--- src/rtl/divarb_pkg.sv ---
// Shared types and helpers for the divider arbiter: FSM state encoding and
// the prescale period helper.
package divarb_pkg;

  typedef enum logic [1:0] {
    StIdle = 2'd0,
    StRun  = 2'd1,
    StRel  = 2'd2
  } state_e;

  // Terminal count for a prescale select: a tick every 2^sel cycles.
  function automatic int unsigned period_m1(input int unsigned sel);
    return (32'd1 << sel) - 32'd1;
  endfunction

endpackage

--- src/rtl/rr_arbiter.sv ---
// Combinational requester picker: rotating priority starting at ptr_i, or fixed
// lowest-index priority when DIVARB_FIXED_PRIO_EN is defined.
module rr_arbiter #(
  parameter int unsigned R = 4,
  localparam int unsigned IdxW = $clog2(R)
) (
  input  logic [R-1:0]    req_i,
  input  logic [IdxW-1:0] ptr_i,
  output logic [R-1:0]    win_o,
  output logic [IdxW-1:0] win_idx_o
);

  logic        found;
  int unsigned idx;

  always_comb begin
    win_o     = '0;
    win_idx_o = '0;
    found     = 1'b0;
    idx       = 0;
    for (int unsigned i = 0; i < R; i++) begin
`ifdef DIVARB_FIXED_PRIO_EN
      idx = i;
`else
      idx = (32'(ptr_i) + i) % R;
`endif
      if (!found && req_i[idx]) begin
        found          = 1'b1;
        win_o[idx]     = 1'b1;
        win_idx_o      = IdxW'(idx);
      end
    end
  end

endmodule

--- src/rtl/divider_arbiter.sv ---
// Shares one clock divider among R requesters, delivering BURST tick enables per grant.
// Define DIVARB_FIXED_PRIO_EN for fixed lowest-index priority instead of round-robin.
module divider_arbiter
  import divarb_pkg::*;
#(
  parameter int unsigned N     = 3,
  parameter int unsigned R     = 4,
  parameter int unsigned BURST = 4
) (
  input  logic           clk_in,
  input  logic           rst,
  input  logic [R-1:0]   req,
  input  logic [R*N-1:0] sel,
  output logic [R-1:0]   gnt,
  output logic           busy,
  output logic [N-1:0]   prescale_out,
  output logic           tick,
  output logic [R-1:0]   done
);

  localparam int unsigned CntW  = 1 << N;
  localparam int unsigned IdxW  = $clog2(R);
  localparam int unsigned TickW = (BURST > 1) ? $clog2(BURST) : 1;

  state_e            state_q, state_d;
  logic [R-1:0]      gnt_q, gnt_d;
  logic              busy_q, busy_d;
  logic [N-1:0]      prescale_q, prescale_d;
  logic [R-1:0]      done_q, done_d;
  logic [CntW-1:0]   cnt_q, cnt_d;
  logic [TickW-1:0]  tick_cnt_q, tick_cnt_d;
  logic [IdxW-1:0]   widx_q, widx_d;

  logic [R-1:0]      win;
  logic [IdxW-1:0]   win_idx;
  logic [IdxW-1:0]   arb_ptr;
  logic [N-1:0]      sel_win;
  logic              cur_req, at_period, last_tick;

`ifdef DIVARB_FIXED_PRIO_EN
  assign arb_ptr = '0;
`else
  logic [IdxW-1:0] rr_ptr_q, rr_ptr_d;
  assign arb_ptr = rr_ptr_q;
`endif

  rr_arbiter #(
    .R (R)
  ) u_rr_arbiter (
    .req_i     (req),
    .ptr_i     (arb_ptr),
    .win_o     (win),
    .win_idx_o (win_idx)
  );

  assign cur_req   = req[widx_q];
  assign at_period = (cnt_q == CntW'(period_m1(32'(prescale_q))));
  assign last_tick = (tick_cnt_q == TickW'(BURST - 1));

  always_comb begin
    sel_win = '0;
    for (int unsigned i = 0; i < R; i++) begin
      if (win[i]) sel_win = sel[i*N +: N];
    end
  end

  always_comb begin
    state_d    = state_q;
    gnt_d      = gnt_q;
    busy_d     = busy_q;
    prescale_d = prescale_q;
    done_d     = '0;
    cnt_d      = cnt_q;
    tick_cnt_d = tick_cnt_q;
    widx_d     = widx_q;
    tick       = 1'b0;
`ifndef DIVARB_FIXED_PRIO_EN
    rr_ptr_d   = rr_ptr_q;
`endif

    unique case (state_q)
      StIdle: begin
        if (|req) begin
          state_d    = StRun;
          gnt_d      = win;
          busy_d     = 1'b1;
          prescale_d = sel_win;
          cnt_d      = '0;
          tick_cnt_d = '0;
          widx_d     = win_idx;
        end
      end
      StRun: begin
        // A dropped request aborts immediately and suppresses any coincident tick.
        if (!cur_req || (at_period && last_tick)) begin
          if (cur_req) begin
            tick           = 1'b1;
            done_d[widx_q] = 1'b1;
          end
          state_d    = StRel;
          gnt_d      = '0;
          busy_d     = 1'b0;
          prescale_d = '0;
          cnt_d      = '0;
          tick_cnt_d = '0;
        end else if (at_period) begin
          tick       = 1'b1;
          cnt_d      = '0;
          tick_cnt_d = tick_cnt_q + 1'b1;
        end else begin
          cnt_d = cnt_q + 1'b1;
        end
      end
      StRel: begin
        state_d = StIdle;
`ifndef DIVARB_FIXED_PRIO_EN
        rr_ptr_d = (widx_q == IdxW'(R - 1)) ? '0 : widx_q + 1'b1;
`endif
      end
      default: state_d = StIdle;
    endcase
  end

  always_ff @(posedge clk_in) begin
    if (rst) begin
      state_q    <= StIdle;
      gnt_q      <= '0;
      busy_q     <= 1'b0;
      prescale_q <= '0;
      done_q     <= '0;
      cnt_q      <= '0;
      tick_cnt_q <= '0;
      widx_q     <= '0;
    end else begin
      state_q    <= state_d;
      gnt_q      <= gnt_d;
      busy_q     <= busy_d;
      prescale_q <= prescale_d;
      done_q     <= done_d;
      cnt_q      <= cnt_d;
      tick_cnt_q <= tick_cnt_d;
      widx_q     <= widx_d;
    end
  end

`ifndef DIVARB_FIXED_PRIO_EN
  always_ff @(posedge clk_in) begin
    if (rst) rr_ptr_q <= '0;
    else     rr_ptr_q <= rr_ptr_d;
  end
`endif

  assign gnt          = gnt_q;
  assign busy         = busy_q;
  assign prescale_out = prescale_q;
  assign done         = done_q;

endmodule
--- config.mk ---
export PLATFORM = sky130hd
export DESIGN_NAME = divider_arbiter
export DESIGN_NICKNAME = d
export VERILOG_FILES = /design/src/rtl/divarb_pkg.sv /design/src/rtl/rr_arbiter.sv /design/src/rtl/divider_arbiter.sv
export SDC_FILE = /design/constraint.sdc
export NUM_CORES = 1
export LEC_CHECK = 0
export CAP_MARGIN = 10
export CORE_MARGIN = 3
export CORE_UTILIZATION = 50
export DETAILED_ROUTE_END_ITERATION = 10
export DONT_BUFFER_PORTS = 1
export PLACE_DENSITY_LB_ADDON = 0.15
export SYNTH_ARGS = -nofsm -noshare
export SYNTH_HDL_FRONTEND = slang
export SYNTH_HIERARCHICAL = 1
export SYNTH_SLANG_ARGS = --single-unit
--- constraint.sdc ---
create_clock -name clk_in -period 6.68 [get_ports clk_in]
set_input_delay 0.334 -clock clk_in [delete_from_list [all_inputs] [get_ports clk_in]]
set_output_delay 0.334 -clock clk_in [all_outputs]
set_load 0.05 [all_outputs]
==> impl_metrics.prom, run 1 <==
# TYPE chip_impl_metric gauge
chip_impl_info{name="status",value="finished clean"} 1
chip_impl_info{name="synth_top_cell_by_area",value="dfxtp_1"} 1
chip_impl_metric{name="die_height",unit="um"} 69.4
chip_impl_metric{name="timing_hold_violations_final",unit=""} 0
chip_impl_metric{name="cts-hold-fix-buffers",unit=""} 0
chip_impl_info{name="yosys-top-cells-area",value="dfxtp_1, ha_1, mux4_2, nand2_1, o21ai_0"} 1
chip_impl_metric{name="number_of_antenna_violations_at_the_first_check_in_global_routing",unit=""} 0
chip_impl_metric{name="min_period",unit="ps"} 3550
chip_impl_metric{name="drtPass1Iterations",unit=""} 4
chip_impl_metric{name="vdd_drop_max",unit="mV"} 0.104
chip_impl_metric{name="path_clk_slew",unit="ps"} 90
chip_impl_info{name="setup.worst_path.end_class",value="primary output"} 1
chip_impl_metric{name="synth_fp_nets",unit=""} 256
chip_impl_metric{name="slew-limit-headroom",unit="%"} 23.2
chip_impl_metric{name="max_freq",unit="GHz"} 0.282
chip_impl_metric{name="synthesis.area_per_instance",unit="um2"} 8.85
chip_impl_metric{name="post_cts.repair.setup_buffers",unit=""} 0
chip_impl_metric{name="vias",unit=""} 1754
chip_impl_metric{name="vias_in_the_first_global_route",unit=""} 1613
chip_impl_metric{name="grt_pass1_wl",unit="mm"} 7.67
chip_impl_metric{name="required",unit="ps"} 6350
chip_impl_info{name="crit_path_start_kind",value="flop"} 1
chip_impl_metric{name="tritoncts.num_buffers",unit=""} 3
chip_impl_info{name="largest_delay_contributor_family_on_the_critical_path",value="simple AND/OR/NAND/NOR gates"} 1
chip_impl_metric{name="hpwl",unit="mm"} 3.28
chip_impl_metric{name="drc",unit=""} 0
chip_impl_info{name="rsz0062_at_grt",value="false"} 1
chip_impl_metric{name="cts.sink_count",unit=""} 28
chip_impl_metric{name="reg2reg_path_depth",unit=""} 10
chip_impl_metric{name="worst-path-max-fanout",unit=""} 14
chip_impl_metric{name="portBuffers",unit=""} 0
chip_impl_metric{name="detailedRoute.firstIterationViolations",unit=""} 109
chip_impl_metric{name="postRouteWirelength",unit="mm"} 4.61
chip_impl_metric{name="insertion_delay",unit="ps"} 280
chip_impl_metric{name="track_usage",unit="%"} 18.9
chip_impl_metric{name="largest_net_degree_at_the_start_of_global_routing",unit=""} 20
chip_impl_metric{name="die_w",unit="um"} 69.4
chip_impl_metric{name="worstMarginPinSlew",unit="ps"} 1140
chip_impl_metric{name="finalNetCount",unit=""} 251
chip_impl_metric{name="maxSlewViolCount",unit=""} 0
chip_impl_metric{name="worstHoldPathCells",unit=""} 1
chip_impl_metric{name="post-route-period-util",unit="%"} 53.1
chip_impl_info{name="timing.critical_path.slowest_stage_cell",value="dfxtp_1"} 1
chip_impl_metric{name="synth_edf_count",unit=""} 0
chip_impl_metric{name="fin_setup_tns",unit="ps"} 0
chip_impl_metric{name="detail_route.wl_per_cell",unit="um"} 17.1
chip_impl_metric{name="clk_path_buf_depth",unit=""} 2
chip_impl_metric{name="arrival",unit="ps"} 3220
chip_impl_metric{name="clock_tree.htree_level_count",unit=""} 1
chip_impl_metric{name="critPathBufInv",unit=""} 0
chip_impl_metric{name="syn2layout_area_growth",unit="%"} 2.68
chip_impl_metric{name="finalClockSkew",unit="ps"} 1.61
chip_impl_metric{name="postSynth.asyncResetShare",unit="%"} 0
chip_impl_metric{name="design.portCount",unit=""} 31
chip_impl_metric{name="synth_sequential_area_ratio",unit="%"} 27.9
chip_impl_metric{name="drv.max_cap_violation_count",unit=""} 0
chip_impl_metric{name="initial_utilization",unit="%"} 53.3
chip_impl_metric{name="grt_overflow_total",unit=""} 0
chip_impl_metric{name="synth_register_bits",unit=""} 28
chip_impl_metric{name="placed_cells_incl_taps",unit=""} 264
chip_impl_metric{name="die_area",unit="um2"} 4820
chip_impl_info{name="ws_path_type",value="flop to primary output"} 1
chip_impl_metric{name="core-area",unit="um2"} 3770
chip_impl_info{name="cts_tree",value="built"} 1
chip_impl_metric{name="post_synth_instance_area",unit="um2"} 2010
chip_impl_metric{name="gp_congestion",unit=""} 0.937
chip_impl_metric{name="instances_no_fill",unit=""} 269
chip_impl_metric{name="cts_repair_resize_count",unit=""} 0
chip_impl_metric{name="synthesis.instances",unit=""} 227
chip_impl_info{name="cells_along_the_critical_path",value="xnor2_1 > a221oi_1 > o21ai_2 > or3_1 > nor3_2"} 1
chip_impl_metric{name="power_density",unit="nW/um2"} 248
chip_impl_info{name="root_buffer",value="clkbuf_8"} 1
chip_impl_metric{name="cellLeakagePower",unit="nW"} 0.749
chip_impl_metric{name="finalSetupViolations",unit=""} 0
chip_impl_metric{name="yosys_warnings",unit=""} 6
chip_impl_metric{name="floorplan.rows",unit=""} 22
chip_impl_metric{name="antennaDiodeCount",unit=""} 0
chip_impl_metric{name="detail-route-antenna-nets",unit=""} 0
chip_impl_metric{name="viasPerCell",unit=""} 6.52
chip_impl_metric{name="synthDistinctLibCells",unit=""} 54
chip_impl_metric{name="share_of_final_layout_standard_cells_stronger_than_drive_strength_1",unit="%"} 9.95
chip_impl_metric{name="timing.critical_path.depth",unit=""} 5
chip_impl_metric{name="yosysTopAreaCellShare",unit="%"} 27.9
chip_impl_info{name="ys.flop_type",value="dfxtp_1"} 1
chip_impl_info{name="hold_path_class",value="input pin to flop"} 1
chip_impl_metric{name="cpPeakStageDelay",unit="ps"} 900
## cells by family after synthesis
| family | Yosys count | share of synthesized area, % |
|---|---|---|
| adder cells (fa/ha/maj) | 11 | 6.85 |
| XOR/XNOR | 7 | 3.05 |
| flip-flops | 28 | 27.9 |
| buffers and inverters | 24 | 6.29 |
| multiplexers | 11 | 8.66 |
| AND/OR/NAND/NOR | 74 | 20.8 |
| AO/OA/AOI/OAI | 72 | 26.5 |
## metal layers
metal | global-route usage, % | vias to the layer above | wire [um]
li1 | - | 848 | -
met1 | 24.6 | 844 | 2090
met2 | 31.5 | 55 | 2240
met3 | 3.33 | 7 | 222
met4 | 6.29 | 0 | 57
met5 | 0 | - | 0
## worst register-to-register path: cells and delay by family (launching register included)
| family | cells | cell delay, ps |
|---|---|---|
| AOI/OAI and AO/OA | 6 | 1180 |
| adders and majority gates | 1 | 450 |
| buffers and inverters | 1 | 170 |
| DFF | 1 | 660 |
| muxes | 1 | 470 |
| and+or+nand+nor | 1 | 240 |
## registers in the layout, indices dropped and copies added (netlist names), 2 cells and up
| signal | count |
|---|---|
| prescale_out | 3 |
| widx_q | 2 |
| gnt | 4 |
| cnt_q | 8 |
| tick_cnt_q | 2 |
| done | 4 |
| state_q | 2 |
| arb_ptr | 2 |
## cell type report
type                            count  area, um2
Clock buffer                        4       55.1
Fill cell                         337       1710
Inverter                           13       48.8
Multi-Input combinational cell    175       1330
Sequential cell                    28        561
Tap cell                           48       60.1
Timing Repair Buffer                1       11.3
## power breakdown
group | internal [mW] | total (mW) | switching [mW]
logic | 0.0605 | 0.162 | 0.101
clock network | 0.0529 | 0.106 | 0.0534
registers | 0.182 | 0.243 | 0.0609
total | 0.295 | 0.511 | 0.215
## synthesized netlist by cell type (3+ instances only)
| cell type | n |
|---|---|
| dfxtp_1 | 28 |
| nand2_1 | 26 |
| o21ai_0 | 15 |
| inv_1 | 13 |
| a21oi_1 | 12 |
| ha_1 | 11 |
| nor2_1 | 10 |
| a22oi_1 | 7 |
| a32o_1 | 6 |
| nor2b_1 | 6 |
| a221oi_1 | 5 |
| mux2i_1 | 5 |
| mux4_2 | 5 |
| nand3_1 | 5 |
| nor3_1 | 5 |
| o2bb2ai_1 | 5 |
| xnor2_1 | 5 |
| and4_1 | 4 |
| buf_6 | 4 |
| a22o_1 | 3 |
| clkbuf_1 | 3 |
| o21a_1 | 3 |
| o31ai_1 | 3 |
## worst paths after layout
| path | slack (ps) | end | from |
|---|---|---|---|
| setup / recovery | 3130 | tick | prescale_out[1] |
| hold / removal | 110 | arb_ptr[0] | rst |
| setup reg to reg | 3380 | prescale_out[1] | arb_ptr[0] |
| hold reg to reg | 530 | tick_cnt_q[0] | tick_cnt_q[0] |
## placed cells by master, fill, tap and decap left out, types with 2 or more instances in the layout
cell type and instances:
a21oi_1 12, a221oi_1 5, a22o_1 3, a22oi_1 7, a32o_1 6, and3_1 2
and4_1 4, clkbuf_8 4, dfxtp_1 28, ha_1 11, inv_1 13, mux2i_1 5
mux4_2 5, nand2_1 26, nand2b_1 2, nand3_1 5, nor2_1 10, nor2b_1 6
nor3_1 4, o21a_1 3, o21ai_0 15, o2bb2ai_1 5, o31ai_1 3, o41ai_1 2
or3_1 2, or4_1 2, xnor2_1 5, xor2_1 2
## through the flow
stage	power [mW]	setup WS [ps]	utilization, %	instance area [um2]	hold WS (ps)
floorplan	0.384	3260	-	2010	467
global placement	0.394	3520	53.0	2000	409
detailed placement	0.402	3450	53.0	2000	407
CTS	0.508	3110	54.4	2050	111
global route	0.542	2920	54.7	2060	111
finish	0.511	3130	54.7	2060	112
Note: power is estimated with default switching activity, not from simulation.
==> run 2, diff against run 1 <==
Clock period 6.68 ns to 3 ns, I/O delays scaled along.
==> run 2 against run 1 <==
Core utilization grew 1.8 points. Clock skew grew 7.5 ps. Combinational power grew to 2.6 times the previous value. Die area is the same. Final cell count grew 3.3%. Sequential share of layout area shrank 0.85 points. Critical path depth grew 1. Register-to-register slack lost 3100 ps. First-iteration DRC count shrank 10%. Count of clock-buffer cells in the layout is the same. Critical path type unchanged. Routed wire length shrank 2.1%. Clock power grew 120%.
==> impl_metrics.prom, run 2 (synthesis gave the netlist of run 1 again) <==
# TYPE chip_impl_metric gauge
chip_impl_info{name="status",value="finished clean"} 1
chip_impl_metric{name="cellLeakagePower",unit="nW"} 0.795
chip_impl_metric{name="timing_hold_violations_final",unit=""} 0
chip_impl_metric{name="largest_net_degree_at_the_start_of_global_routing",unit=""} 20
chip_impl_info{name="cells_along_the_critical_path",value="or4_1 > mux2i_1 > o21ai_2 > or3_1 > nor3_2 > buf_4"} 1
chip_impl_info{name="highest_count_cells_in_the_layout_ignoring_fill_and_taps",value="dfxtp_1, nand2_1, o21ai_0"} 1
chip_impl_metric{name="required",unit="ps"} 2850
chip_impl_metric{name="placed_cells_incl_taps",unit=""} 273
chip_impl_metric{name="syn2layout_area_growth",unit="%"} 5.98
chip_impl_metric{name="die_w",unit="um"} 69.4
chip_impl_metric{name="path_clk_slew",unit="ps"} 100
chip_impl_metric{name="cpPeakStageDelay",unit="ps"} 570
chip_impl_metric{name="number_of_antenna_violations_at_the_first_check_in_global_routing",unit=""} 0
chip_impl_metric{name="cts.sink_count",unit=""} 28
chip_impl_metric{name="power_density",unit="nW/um2"} 543
chip_impl_metric{name="detail-route-antenna-nets",unit=""} 0
chip_impl_metric{name="share_of_final_layout_standard_cells_stronger_than_drive_strength_1",unit="%"} 13.0
chip_impl_metric{name="clock_tree.htree_level_count",unit=""} 1
chip_impl_metric{name="seqPwrFrac",unit="%"} 43.3
chip_impl_metric{name="core-area",unit="um2"} 3770
chip_impl_metric{name="viasPerCell",unit=""} 6.36
chip_impl_metric{name="max_freq",unit="GHz"} 0.364
chip_impl_metric{name="p_switching",unit="mW"} 0.481
chip_impl_metric{name="design.portCount",unit=""} 31
chip_impl_metric{name="design_power_total",unit="mW"} 1.16
chip_impl_metric{name="worst-path-max-fanout",unit=""} 14
chip_impl_metric{name="detail_route.wl_per_cell",unit="um"} 16.2
chip_impl_metric{name="power.share.clock",unit="%"} 20.6
chip_impl_metric{name="largest_reg_flops",unit=""} 8
chip_impl_metric{name="initial_utilization",unit="%"} 53.3
chip_impl_metric{name="track_usage",unit="%"} 19.2
chip_impl_info{name="hold_path_class",value="input pin to flop"} 1
chip_impl_metric{name="power_report.internal_total",unit="mW"} 0.674
chip_impl_metric{name="maxSlewViolCount",unit=""} 0
chip_impl_metric{name="tritoncts.num_buffers",unit=""} 3
chip_impl_metric{name="antennaDiodeCount",unit=""} 0
chip_impl_metric{name="arrival",unit="ps"} 2590
chip_impl_metric{name="drv.max_cap_violation_count",unit=""} 0
chip_impl_metric{name="hpwl",unit="mm"} 3.32
chip_impl_metric{name="multi_input_gate_area",unit="um2"} 1330
chip_impl_metric{name="finalClockSkew",unit="ps"} 9.07
chip_impl_metric{name="final.fill_count",unit=""} 326
chip_impl_metric{name="slew-limit-headroom",unit="%"} 62.1
chip_impl_metric{name="detailedPlace.worstSlack",unit="ps"} 344
chip_impl_metric{name="drtPass1Iterations",unit=""} 4
chip_impl_metric{name="regArea",unit="um2"} 561
chip_impl_metric{name="grt_pass1_wl",unit="mm"} 7.89
chip_impl_metric{name="p_sw_share",unit="%"} 41.6
chip_impl_info{name="timing.critical_path.slowest_stage_cell",value="or3_1"} 1
chip_impl_metric{name="min_period",unit="ps"} 2740
chip_impl_info{name="crit_path_start_kind",value="flop"} 1
chip_impl_metric{name="fin_setup_tns",unit="ps"} 0
chip_impl_metric{name="worstMarginPinSlew",unit="ps"} 568
chip_impl_metric{name="postRouteWirelength",unit="mm"} 4.52
chip_impl_metric{name="portBuffers",unit=""} 0
chip_impl_metric{name="die_area",unit="um2"} 4820
chip_impl_metric{name="combPwrFrac",unit="%"} 36.1
chip_impl_metric{name="vias_in_the_first_global_route",unit=""} 1726
chip_impl_metric{name="drc",unit=""} 0
chip_impl_metric{name="post-route-period-util",unit="%"} 91.5
chip_impl_info{name="ws_path_type",value="flop to primary output"} 1
chip_impl_info{name="setup.worst_path.end_class",value="primary output"} 1
chip_impl_metric{name="detailedRoute.firstIterationViolations",unit=""} 98
chip_impl_metric{name="vias",unit=""} 1768
chip_impl_info{name="root_buffer",value="clkbuf_8"} 1
chip_impl_info{name="cts_tree",value="built"} 1
chip_impl_info{name="registers.top_by_ff_count",value="cnt_q"} 1
chip_impl_metric{name="placedInstanceArea",unit="um2"} 2060
chip_impl_metric{name="fin_area",unit="um2"} 2130
chip_impl_metric{name="vdd_drop_max",unit="mV"} 0.245
chip_impl_metric{name="instances_no_fill",unit=""} 278
chip_impl_metric{name="floorplan.rows",unit=""} 22
chip_impl_metric{name="final.setup.worst_slack",unit="ps"} 256
chip_impl_metric{name="finalSetupViolations",unit=""} 0
chip_impl_metric{name="insertion_delay",unit="ps"} 280
chip_impl_info{name="layout.cells.most_common",value="dfxtp_1"} 1
chip_impl_metric{name="die_height",unit="um"} 69.4
chip_impl_info{name="rsz0062_at_grt",value="false"} 1
chip_impl_metric{name="clk_path_buf_depth",unit=""} 2
chip_impl_metric{name="grt_overflow_total",unit=""} 0
chip_impl_metric{name="finalNetCount",unit=""} 260
chip_impl_metric{name="gp_congestion",unit=""} 0.880
==> run 2: cell count changes in the layout (fill, tap and decap cells not counted) <==
| cell | change |
|---|---|
| buf_4 | +9 |
| buf_6 | -1 |
| dlygate4sd3_1 | +1 |
==> run 2: area by class of cell <==
type                    count  area share, %
multi-input cells         175           62.3
flip-flops and latches     28           26.3
repair buffers             10           3.64
well taps                  48           2.82
clock buffers               4           2.59
inverters                  13           2.29
==> run 2: metrics by stage <==
stage | hold WS [ps] | util, %
after detailed placement | 225 | 54.7
after floorplan | 405 | -
final | 42.9 | 56.5
after CTS | 44.6 | 56.5
after global routing | 47.9 | 56.5
after global placement | 225 | 54.7
==> run 2: worst paths after layout <==
check	start	endpoint	slack [ps]	cells past startpoint
min	rst	busy	40	3
max	prescale_out[1]	tick	260	6
max reg2reg	arb_ptr[0]	prescale_out[1]	280	9
min reg2reg	tick_cnt_q[0]	tick_cnt_q[0]	520	1
==> run 2: worst max-delay path, delay by kind of cell (launching register included) <==
family / cells / cell delay [ps]
flip-flops: 1 / 450
AO/OA/AOI/OAI: 1 / 130
AND/OR/NAND/NOR: 3 / 1340
multiplexers: 1 / 170
buffers and inverters: 1 / 220
==> run 2: repair_timing <==
item	in CTS	in global routing
buffers inserted	0	0
hold buffers	1	0
gates resized for setup	0	0
setup endpoints to repair	0	0
endpoints found under the hold margin	5	0
==> run 2: layer usage <==
layer	track usage, %	share of wire [%]
met1	25.6	48
met2	32.3	46
met3	3.04	4.1
met4	4.99	1.3
met5	0	0
==> run 2: power groups by stage <==
stage / combinational (mW) / sequential, mW / clock, mW
3_5_place_dp: 0.412 / 0.509 / 0
3_3_place_gp: 0.400 / 0.507 / 0
4_1_cts: 0.414 / 0.500 / 0.239
2_1_floorplan: 0.341 / 0.517 / 0
5_1_grt: 0.462 / 0.509 / 0.253
6_report: 0.417 / 0.501 / 0.238
